<file path="src/rtl/udp_rx_path.sv">
// udp_rx_path: receive-side UDP datagram filter and byte-to-word packer.
// Accepts a UDP header, then either packs the payload little-endian into
// DATA_W-bit words (first byte in bits 7:0) or discards it. Exposes the
// sender's address and wrapping delivered/dropped datagram counters.
// Optional feature: define UDP_RX_FILTER_EN to accept only datagrams sent to
// local_port at local_ip or the broadcast address 255.255.255.255.

module udp_rx_path #(
    parameter int DATA_W = 64
) (
    input  logic                  clk,
    input  logic                  rst,
    input  logic                  rx_udp_hdr_valid,
    output logic                  rx_udp_hdr_ready,
    input  logic [31:0]           rx_udp_ip_source_ip,
    input  logic [31:0]           rx_udp_ip_dest_ip,
    input  logic [15:0]           rx_udp_source_port,
    input  logic [15:0]           rx_udp_dest_port,
    input  logic [15:0]           rx_udp_length,
    input  logic [7:0]            rx_udp_payload_axis_tdata,
    input  logic                  rx_udp_payload_axis_tvalid,
    output logic                  rx_udp_payload_axis_tready,
    input  logic                  rx_udp_payload_axis_tlast,
    input  logic                  rx_udp_payload_axis_tuser,
    input  logic [31:0]           local_ip,
    input  logic [15:0]           local_port,
    output logic [DATA_W-1:0]     dout_data,
    output logic [DATA_W/8-1:0]   dout_keep,
    output logic                  dout_valid,
    input  logic                  dout_ready,
    output logic                  dout_last,
    output logic                  dout_error,
    output logic [31:0]           pkt_src_ip,
    output logic [15:0]           pkt_src_port,
    output logic [15:0]           rx_pkt_count,
    output logic [15:0]           rx_drop_count
);

    localparam int BYTES = DATA_W / 8;
    localparam int IDX_W = (BYTES > 1) ? $clog2(BYTES) : 1;

    typedef enum logic [1:0] {
        IDLE,
        PAYLOAD,
        DROP
    } state_t;

    state_t             state;
    logic [DATA_W-1:0]  acc;
    logic [IDX_W-1:0]   idx;
    logic [15:0]        byte_cnt;
    logic [15:0]        expected;

    logic               hdr_accept;
    logic               byte_accept;
    logic               dout_take;
    logic               filter_pass;
    logic               word_done;
    logic               pkt_bad;
    logic [16:0]        cnt_plus;
    logic [DATA_W-1:0]  acc_next;
    logic [BYTES-1:0]   keep_next;

    // Handshake readies: header only in IDLE with the output register free,
    // payload in PAYLOAD when the output register can take a word, always in DROP.
    always_comb begin
        // NOTE: every combinational output gets a default first so no path leaves it unassigned (no latch).
        rx_udp_hdr_ready           = 1'b0;
        rx_udp_payload_axis_tready = 1'b0;
        if (!rst) begin
            case (state)
                IDLE:    rx_udp_hdr_ready           = !dout_valid;
                PAYLOAD: rx_udp_payload_axis_tready = !dout_valid || dout_ready;
                DROP:    rx_udp_payload_axis_tready = 1'b1;
                default: ;
            endcase
        end
    end

    assign hdr_accept  = rx_udp_hdr_valid && rx_udp_hdr_ready;
    assign byte_accept = rx_udp_payload_axis_tvalid && rx_udp_payload_axis_tready;
    assign dout_take   = dout_valid && dout_ready;

`ifdef UDP_RX_FILTER_EN
    // Destination filter: our port, addressed to us or to broadcast.
    always_comb begin
        filter_pass = (rx_udp_dest_port == local_port) &&
                      ((rx_udp_ip_dest_ip == local_ip) || (rx_udp_ip_dest_ip == 32'hFFFF_FFFF));
    end
`else
    // No destination filter: only the length rule can reject a datagram.
    always_comb begin
        filter_pass = 1'b1;
    end

    logic unused_filter_inputs;
    assign unused_filter_inputs = ^{local_ip, local_port, rx_udp_ip_dest_ip, rx_udp_dest_port};
`endif

    // Accumulator with the incoming byte merged into lane idx, and the keep
    // mask covering lanes 0..idx; upper lanes keep stale contents.
    always_comb begin
        acc_next = acc;
        acc_next[int'(idx)*8 +: 8] = rx_udp_payload_axis_tdata;
        for (int i = 0; i < BYTES; i++) begin
            keep_next[i] = (i <= int'(idx));
        end
    end

    assign word_done = (idx == IDX_W'(BYTES - 1)) || rx_udp_payload_axis_tlast;

    // 17-bit compare: once byte_cnt saturates at 0xFFFF, cnt_plus is 0x10000,
    // which can never equal a 16-bit expected count, so overflow reads as bad.
    assign cnt_plus = {1'b0, byte_cnt} + 17'd1;
    assign pkt_bad  = rx_udp_payload_axis_tuser || (cnt_plus != {1'b0, expected});

    // Receive FSM with header latching, byte packing and the output word register.
    always_ff @(posedge clk or posedge rst) begin
        if (rst) begin
            state        <= IDLE;
            acc          <= '0;
            idx          <= '0;
            byte_cnt     <= '0;
            expected     <= '0;
            dout_data    <= '0;
            dout_keep    <= '0;
            dout_valid   <= 1'b0;
            dout_last    <= 1'b0;
            dout_error   <= 1'b0;
            pkt_src_ip   <= '0;
            pkt_src_port <= '0;
        end else begin
            // NOTE: non-blocking assignments; a later assignment in this block wins, so a new word overrides the drain.
            if (dout_take) begin
                dout_valid <= 1'b0;
            end
            case (state)
                IDLE: begin
                    if (hdr_accept) begin
                        pkt_src_ip   <= rx_udp_ip_source_ip;
                        pkt_src_port <= rx_udp_source_port;
                        expected     <= rx_udp_length - 16'd8;
                        byte_cnt     <= '0;
                        idx          <= '0;
                        if ((rx_udp_length < 16'd9) || !filter_pass) begin
                            state <= DROP;
                        end else begin
                            state <= PAYLOAD;
                        end
                    end
                end
                PAYLOAD: begin
                    if (byte_accept) begin
                        acc      <= acc_next;
                        idx      <= idx + IDX_W'(1);
                        byte_cnt <= (byte_cnt == 16'hFFFF) ? byte_cnt : byte_cnt + 16'd1;
                        if (word_done) begin
                            dout_data  <= acc_next;
                            dout_keep  <= keep_next;
                            dout_valid <= 1'b1;
                            dout_last  <= rx_udp_payload_axis_tlast;
                            dout_error <= rx_udp_payload_axis_tlast && pkt_bad;
                            idx        <= '0;
                            if (rx_udp_payload_axis_tlast) begin
                                state <= IDLE;
                            end
                        end
                    end
                end
                DROP: begin
                    if (byte_accept && rx_udp_payload_axis_tlast) begin
                        state <= IDLE;
                    end
                end
                default: state <= IDLE;
            endcase
        end
    end

    // Wrapping statistics: delivered on the final word handshake, dropped on the discarded tlast.
    always_ff @(posedge clk or posedge rst) begin
        if (rst) begin
            rx_pkt_count  <= '0;
            rx_drop_count <= '0;
        end else begin
            if (dout_take && dout_last) begin
                rx_pkt_count <= rx_pkt_count + 16'd1;
            end
            if ((state == DROP) && byte_accept && rx_udp_payload_axis_tlast) begin
                rx_drop_count <= rx_drop_count + 16'd1;
            end
        end
    end

endmodule

</file>
<file path="config.mk">
export PLATFORM = sky130hd
export DESIGN_NAME = udp_rx_path
export DESIGN_NICKNAME = d
export VERILOG_FILES = /design/src/rtl/udp_rx_path.sv
export SDC_FILE = /design/constraint.sdc
export NUM_CORES = 1
export LEC_CHECK = 0
export BUFFER_PORTS_ARGS = -buffer_cell sky130_fd_sc_hd__buf_2
export CAP_MARGIN = 15
export CORE_ASPECT_RATIO = 0.9
export CORE_MARGIN = 2
export CORE_UTILIZATION = 42
export DETAILED_ROUTE_END_ITERATION = 16
export GPL_ROUTABILITY_DRIVEN = 0
export PLACE_DENSITY = 0.7
export SYNTH_ARGS = -nofsm -noshare
export SYNTH_HDL_FRONTEND = slang
export SYNTH_SLANG_ARGS = --single-unit
</file>
<file path="constraint.sdc">
create_clock -name clk -period 8.2 [get_ports clk]
set_input_delay 0.41 -clock clk [delete_from_list [all_inputs] [get_ports clk]]
set_output_delay 0.41 -clock clk [all_outputs]
set_load 0.02 [all_outputs]
</file>
==> summary.md <==
| Metric | Value |
|---|---|
| Power Total | `3970 uW` |
| Top-area cell type share of the netlist area | `54.2%` |
| WHS | `0.0816 ns` |
| Dpl hpwl | `19800 um` |
| Width of the die | `181 um` |
| Antenna Nets Post-Route | `0` |
| Async S/R FF share, synth | `100%` |
| Port-buffer cells | `235` |
| Worst-Margin Slew | `1.04 ns` |
| Fin cells | `1684` |
| Fin. max-slew vios | `0` |
| Crit-path cells | `inv_1 -> ha_1 -> ha_1 -> nor2_1 -> nand3_1 -> a21oi_1 -> nand2_1 -> nand2_1 -> o21ai_0` |
| CP delay by family, top | `compound AO/OA/AOI/OAI gates` |
| Clk_lat worst skew | `0.53 ns` |
| R2r endpoint | `acc[33]$_DFFE_PP0P_` |
| Total clock sinks | `256` |
| First-pass GRT wire length | `46200 um` |
| Total track usage | `19.0%` |
| Post-synth EDFFs | `0` |
| # H-tree levels | `1` |
| Max_cap viols | `0` |
| Number of global-route vias before repair | `8830` |
| Area grow syn2layout | `19.9%` |
| Post-CTS Resized | `0` |
| Post-Syn Area | `11800 sq um` |
| Crit-path max cell delay | `0.81 ns` |
| Via/cell ratio | `5.21` |
| Fin crit share | `40.2%` |
| Reg area | `6410 sq um` |
| Worst ir drop on vdd | `0.192 mV` |
| CTS Buffer Depth | `3` |
| Ratio of cells with drive above 1 in the final layout | `31.5%` |
| # fillers | `2561` |
| Core Region | `27800 sq um` |
| Leading area contributor after synthesis | `dfrtp_1` |
| DR DRC count | `0` |
| # IOs | `332` |
| Root Buffer | `clkbuf_16` |
| DP Worst Slack | `4.94 ns` |
| Post-synthesis sequential area ratio | `54.2%` |
| Vias | `8773` |
| GR Overflow Total | `0` |
| Post-CTS Repair Setup Buffers | `0` |
| Final net count | `1495` |
| Synth warnings | `0` |
| Critical path required time | `8.59 ns` |
| DR pass1 iterations | `6` |
| RSZ-0062 raised after global routing | `no` |
| Cells after Synth | `1097` |
| WS Path Type | `reg -> reg` |
| Slowest stage cell, crit path | `a21oi_1` |
| Flop2flop setup slack | `4.90 ns` |
| Worst R2R Path Depth | `9` |
| Synth Register Bits | `256` |
| Multi-input logic area | `5100 sq um` |
| Number of CTS-inserted buffers | `28` |
| 1st-iter DRT viols | `438` |
| Status | `completed` |
| Diode count | `0` |
| WHS Endpoint | `expected[3]$_DFFE_PP0P_` |
| Final hold vios | `0` |
| Cells after DPL | `1635` |
| Max_slew headroom | `30.1%` |
| HP Start | `rx_udp_length[3]` |
| Worst Hold Depth | `2` |
| WL per Instance | `16.6 um` |
| TNS Setup | `0 ns` |
| Die H | `163 um` |
| Worst Setup Start Kind | `flop` |
| Post-route worst setup slack | `4.90 ns` |
| Final WL | `27900 um` |
| Starting Density | `42.5%` |
| Syn_area_per_cell | `10.8 sq um` |
| Lkg Pwr | `0.00656 uW` |
| Primary FF master, synth | `dfrtp_1` |
| Cts-stage hold buffer count | `0` |
| Rows | `58` |
| Synth unique cells | `57` |
| CP Capture Type | `flop` |
| CTS tree | `built` |
| Antenna violations before repair | `0` |
| Syn_nets | `1287` |
| Layout Skew | `0.00670 ns` |
| Clock-pin transition on the worst setup and hold timing paths | `0.06 ns` |
| Largest net degree at the start of global routing | `125` |
| Crit path buf inv count | `1` |
| Die ar. | `29500 sq um` |
| RR Startpoint | `idx[0]$_DFFE_PP0P_` |
| Main area contributors after synthesis | `dfrtp_1 (54%), mux2_2 (10%), nand2_1 (3.5%), o21ai_0 (3.4%), xnor2_1 (2.9%)` |
| Min-Delay Path Class | `in -> reg` |
| Maximum fanout along the worst path | `17` |
| Fmax | `303 MHz` |
| Crit path time final | `3.30 ns` |
| Endpoints failing setup | `0` |
| Arr. time, crit path | `3.69 ns` |
| Pwr/cell area | `280 nW/um^2` |
[worst register-to-register path, cell delays in order, from the launching register on]
cell     delay [ns]
dfrtp_1        0.60
inv_1          0.20
ha_1           0.26
ha_1           0.30
nor2_1         0.13
nand3_1        0.08
a21oi_1        0.81
nand2_1        0.51
nand2_1        0.18
o21ai_0        0.10
[flip-flops by register name (all words and copies together) (netlist names)]
name and cells:
dout_last 1, dout_keep 8, pkt_src_ip 32, state 2
dout_error 1, dout_valid 1, rx_drop_count 16, acc 64
byte_cnt 16, expected 16, idx 3, dout_data 64
rx_pkt_count 16, pkt_src_port 16
[placed cells by master (no fill, tap or decap), drive strengths merged, types with 9 or more instances in the layout]
cell	Yosys	layout
dfrtp	256	256
buf	30	241
nand2	112	112
mux2	108	108
o21ai	93	93
nor2	92	92
a21oi	54	54
clkbuf	33	43
xnor2	39	39
nor3	37	37
nand3	32	32
nand2b	32	32
mux2i	31	31
xor2	21	21
inv	16	16
ha	15	15
a31oi	15	15
nand4	13	13
and3	10	10
nor4	9	9
[stage by stage]
step,instance area (sq um),utilization (%)
after global routing,14200,51.0
final,14200,51.0
after global placement,13200,47.7
after floorplan,11800,-
after detailed placement,13200,47.7
after CTS,14200,51.0
[layer usage]
metal | wire length, um | share of wire (%) | track usage [%]
met1 | 12600 | 45 | 26.1
met2 | 12800 | 46 | 31.0
met3 | 2020 | 7.2 | 4.48
met5 | 0 | 0 | 0
met4 | 550 | 2.0 | 3.92
[cells by family (layout without fill, tap and decap cells)]
group                    count (synthesis)  count (layout)  synth area share [%]
AO/OA/AOI/OAI                          185             185                  8.78
XOR/XNOR                                60              60                  4.44
adder cells (fa/ha/maj)                 15              15                  1.59
buffers and inverters                   79             306                  2.98
flip-flops                             256             256                  54.2
multiplexers                           139             139                  12.9
AND/OR/NAND/NOR                        363             363                  15.1
[cell usage after synthesis, types with 3 or more instances]
cell / instances
a21oi_1: 54
a31oi_1: 14
and2_1: 4
and3_1: 10
and4_1: 3
buf_1: 7
buf_2: 18
buf_6: 3
clkbuf_1: 32
dfrtp_1: 256
ha_1: 15
inv_1: 16
mux2_2: 108
mux2i_1: 31
nand2_1: 110
nand2b_1: 31
nand3_1: 32
nand4_1: 11
nor2_1: 88
nor2_2: 4
nor2b_1: 3
nor3_1: 35
nor4_1: 7
o21ai_0: 80
o21ai_1: 13
o31ai_1: 8
or2_2: 4
or3_1: 4
xnor2_1: 39
xor2_1: 21
[area by class of cell]
cell class                 instances  share of cell area [%]
inverter                          16                   0.477
multi-input combinational        762                    36.0
clock buffer                      43                    5.98
tap                              360                    3.18
sequential                       256                    45.2
timing repair buffer             241                    8.61
clock inverter                     6                   0.591
[how the worst max path moves through the flow]
stage	start	to	cells past startpoint	slack (ns)
floorplan	rst	acc[0]$_DFFE_PP0P_	1	0.75
global placement	idx[0]$_DFFE_PP0P_	acc[39]$_DFFE_PP0P_	9	4.97
detailed placement	idx[0]$_DFFE_PP0P_	acc[33]$_DFFE_PP0P_	9	4.94
CTS	idx[0]$_DFFE_PP0P_	acc[33]$_DFFE_PP0P_	8	4.92
global route	idx[0]$_DFFE_PP0P_	acc[32]$_DFFE_PP0P_	8	4.46
finish	idx[0]$_DFFE_PP0P_	acc[33]$_DFFE_PP0P_	9	4.90
[where the power goes]
group          internal [uW]  switching, uW  total [uW]
Sequential              1510            157        1660
Combinational            410            629        1040
Clock                    769            495        1260
Note: power is estimated with default switching activity, not from simulation.
